File: src/rtl/pwm_serializer.sv
// Free-running PWM: duty_cycle is latched at each period wrap, and signal is high while count < latched duty.
// Optional macro PWM_SERIALIZER_PRESCALE_EN makes each counter step last PRESCALE clocks.
module pwm_serializer #(
  parameter int PULSE_BITS = 10,
  parameter int PRESCALE   = 1
) (
  input  logic                  clock,
  input  logic                  reset,
  input  logic [PULSE_BITS-1:0] duty_cycle,
  output logic                  signal,
  output logic                  period_start
);

  // Power-up values let the block run with reset tied low.
  logic [PULSE_BITS-1:0] count_reg = '0;
  logic [PULSE_BITS-1:0] duty_reg  = '0;
  logic [PULSE_BITS-1:0] count_next;
  logic [PULSE_BITS-1:0] duty_next;
  logic                  tick;
  logic                  wrap;

`ifdef PWM_SERIALIZER_PRESCALE_EN
  localparam logic [15:0] PRESC_LAST = 16'(PRESCALE - 1);

  logic [15:0] presc_reg = '0;

  assign tick = (presc_reg == PRESC_LAST);

  always_ff @(posedge clock) begin
    if (reset || tick) begin
      presc_reg <= '0;
    end else begin
      presc_reg <= presc_reg + 16'd1;
    end
  end
`else
  // PRESCALE is accepted but has no effect in this build.
  logic unused_prescale;
  assign unused_prescale = (PRESCALE > 0);
  assign tick = 1'b1;
`endif

  // The duty sampled on the wrap step governs the whole following period.
  assign wrap = tick && (count_reg == '1);

  always_comb begin
    count_next = count_reg;
    duty_next  = duty_reg;
    if (tick) begin
      count_next = count_reg + 1'b1;
    end
    if (wrap) begin
      duty_next = duty_cycle;
    end
  end

  always_ff @(posedge clock) begin
    if (reset) begin
      count_reg <= '0;
      duty_reg  <= '0;
    end else begin
      count_reg <= count_next;
      duty_reg  <= duty_next;
    end
  end

  assign signal       = (count_reg < duty_reg);
  assign period_start = (count_reg == '0);

endmodule

File: config.mk
export PLATFORM = sky130hd
export DESIGN_NAME = pwm_serializer
export DESIGN_NICKNAME = d
export VERILOG_FILES = /design/src/rtl/pwm_serializer.sv
export SDC_FILE = /design/constraint.sdc
export NUM_CORES = 1
export LEC_CHECK = 0
export CORE_ASPECT_RATIO = 0.8
export CORE_UTILIZATION = 45
export CTS_CLUSTER_DIAMETER = 40
export DETAILED_ROUTE_END_ITERATION = 8
export PLACE_DENSITY = 0.67
export SYNTH_ARGS = -nofsm -noshare
export SYNTH_HDL_FRONTEND = slang
export SYNTH_SLANG_ARGS = --single-unit
export TNS_END_PERCENT = 10
File: constraint.sdc
create_clock -name clock -period 1.5 [get_ports clock]
set_clock_uncertainty 0.05 [all_clocks]
set_input_delay 0.225 -clock clock [delete_from_list [all_inputs] [get_ports clock]]
set_output_delay 0.225 -clock clock [all_outputs]
set_load 0.05 [all_outputs]
==> flow_summary.toml <==
[routing]
first_iter_violations = 9
via_per_inst = 5.42
vias = 949
wire_per_inst_um = 14.9
ant_nets = 0
dr.pass1.iters = 4
route.detailed.drc = 0
totalWireLength_um = 2600

[synth]
ys_seq_area_share_pct = 37.7
yosysWarnings = 0
ys_top_cells_by_area = "dfxtp_1 38%, ha_1 13%, a21oi_2 8.2%"
synth_area_um2 = 1060
synth-seq-cells = 20
yosysTopAreaCell = "dfxtp_1"
yosysTopAreaCellShare_pct = 37.7
netlist_instances = 121
synth.avg_cell_area_um2 = 8.78
synthDistinctLibCells = 28
syn_nets = 144

[clock_network]
clock-sinks = 20
root_buffer = "clkbuf_4"
cts.clk_slew.worst_paths_ns = 0.11
clock_latency_ns = 0.30
cts_tree = "yes"
cts_buffers = 3
hold_buffers = 0
clockBufferDepth = 2
h-tree-depth = 1

[floorplanning]
start_util_pct = 48.4
die_w_um = 56.3
rows = 15
dieArea_um2 = 2560
fp.dieH_um = 45.5
io_pins = 14
core-area_um2 = 2200

[cells_and_area]
fillers = 175
drive_gt1_share_pct = 46.0
fin_util_pct = 71.6
final-seq-area_um2 = 425
diodes = 0
multi_input_area_um2 = 773
syn2layout_area_growth_pct = 47.9
nNetsFinal = 174

[setup_path]
slowest_stage = "dfxtp_2"
path_cells = "inv_1 -> ha_4 -> nand4_1 -> nor3b_2 -> nor3_4 -> buf_12"
path_delay_family = "simple AND/OR/NAND/NOR gates"
crit_buf_inv = 2
critPathArrivalTime_ns = 1.69
worstSetupPathType = "reg2out"
required_ns = 1.22
end_kind = "primary output"
path_max_fanout = 3
crit_path_start_kind = "flop"
cp_slowest_stage_delay_ns = 0.34

[global_routing]
grtUsageTotal_pct = 22.1
overflow = 0
antenna_found_initial = 0
grt_pass1_wl_um = 4220
grt_max_degree = 12
grt_pass1_vias = 965

[place]
hpwlAfterDp_um = 1820
portBuffers = 13
gp_congestion = 0.773

[min_path]
holdCritPathClass = "in2reg"

[timing]
hold_violations = 0
setup_viol = 3
worstMarginPinSlew_ns = 0.285
drv_slew = 0
period_share_pct = 131
holdWs_ns = 0.415
relSlewSlack_pct = 80.9
fin_ws_ns = -0.468
fmax_mhz = 508
rsz0062_at_grt = "true"
setup_tns_ns = -0.832
min_period_ns = 1.97

[power_and_ir_drop]
p_leak_uw = 0.000566
p_per_area_nw_per_um2 = 652
ir_worst_vdd_uv = 744

[outcome]
status = "finished, violations left"
violations = "setup timing"

[job]
cap_violations = 0
## final timing paths
check                           cells past startpoint  slack (ns)                       end                     start
worst max-delay path                                6       -0.47                    signal  duty_reg[9]$_SDFFE_PP0N_
worst min-delay path                                3        0.41  duty_reg[1]$_SDFFE_PP0N_             duty_cycle[1]
worst max register to register                      6       -0.01  duty_reg[4]$_SDFFE_PP0N_   count_reg[1]$_SDFF_PP0_
worst min register to register                      2        0.42  duty_reg[1]$_SDFFE_PP0N_  duty_reg[1]$_SDFFE_PP0N_
## per-layer routing
layer | vias to the layer above | wire, um | global-route usage [%]
li1 | 465 | - | -
met1 | 456 | 1130 | 25.4
met2 | 22 | 1340 | 42.6
met3 | 6 | 98 | 6.25
met4 | 0 | 25 | 3.41
met5 | - | 0 | 0
## report_power, final
| part | internal [uW] | switching, uW | total (uW) | leakage [uW] |
|---|---|---|---|---|
| registers | 536 | 10.1 | 546 | 0.000170 |
| clock network | 104 | 167 | 271 | 0.0000150 |
| logic | 114 | 93.1 | 207 | 0.000381 |
| total | 754 | 270 | 1020 | 0.000566 |
## worst min-delay path, delay by kind of cell
kind | cells | cell delay, ns
simple gates | 1 | 0.07
compound gates | 1 | 0.05
buf+inv | 1 | 0.39
## cell families after synthesis
| logic type | Yosys count | share of synthesized area (%) |
|---|---|---|
| buffers and inverters | 14 | 6.01 |
| and+or+nand+nor | 51 | 24.4 |
| AOI/OAI and AO/OA | 17 | 12.4 |
| adders and majority gates | 11 | 13.0 |
| xor gates and xnor gates | 8 | 6.60 |
| DFF | 20 | 37.7 |
## cell usage after synthesis
| cell | number |
|---|---|
| nand2_1 | 21 |
| dfxtp_1 | 20 |
| ha_1 | 11 |
| inv_1 | 11 |
| a21oi_2 | 10 |
| nor2_1 | 9 |
| xor2_1 | 7 |
| a21oi_1 | 3 |
| nand3_1 | 3 |
| nand4_1 | 3 |
| and4_1 | 2 |
| clkbuf_1 | 2 |
| nand2_2 | 2 |
| nor3_1 | 2 |
| nor4_1 | 2 |
| a211oi_1 | 1 |
| a21o_1 | 1 |
| a41oi_1 | 1 |
| and3_4 | 1 |
| and4_4 | 1 |
| buf_8 | 1 |
| nand2b_1 | 1 |
| nand3_2 | 1 |
| nand3b_1 | 1 |
| nor2b_1 | 1 |
| nor3b_1 | 1 |
| o21ai_0 | 1 |
| xnor2_1 | 1 |
## per-stage QoR
step                      power [uW]  cell area, um^2  setup WS, ns  instances
after floorplan                  642             1120        -0.159        121
after global placement           737             1370        -0.101        169
after detailed placement         740             1370        -0.158        169
after CTS                       1030             1500        -0.429        174
after global routing            1080             1570        -0.531        175
final                           1020             1570        -0.468        175
## timing repair
| item | 4_1_cts | 5_1_grt |
|---|---|---|
| setup buffers | 1 | 1 |
| endpoints found under the setup margin | 8 | 13 |
| pin swaps | 11 | 9 |
| gates resized for setup | 18 | 14 |
## final cells by class
type | instances | share of cell area [%]
inverters | 11 | 2.63
repair buffers | 28 | 17.4
flip-flops and latches | 20 | 27.1
clock buffers | 4 | 1.67
well taps | 25 | 1.99
multi-input cells | 87 | 49.2
## cells in the final DEF (no fill, tap or decap), drive strengths merged
master,synthesis,routed
a41oi,1,1
inv,11,11
and3,1,1
nand3,4,4
buf,1,17
nand4,3,3
nor3b,1,1
and4,3,3
nor4,2,2
ha,11,11
a21o,1,1
dfxtp,20,20
a21oi,13,13
nor3,2,2
a211oi,1,1
nand2,23,23
clkdlybuf4s50,0,11
xor2,7,7
nor2,9,9
clkbuf,2,4
nand2b,1,1
nor2b,1,1
o21ai,1,1
nand3b,1,1
xnor2,1,1
Note: power is estimated with default switching activity, not from simulation.
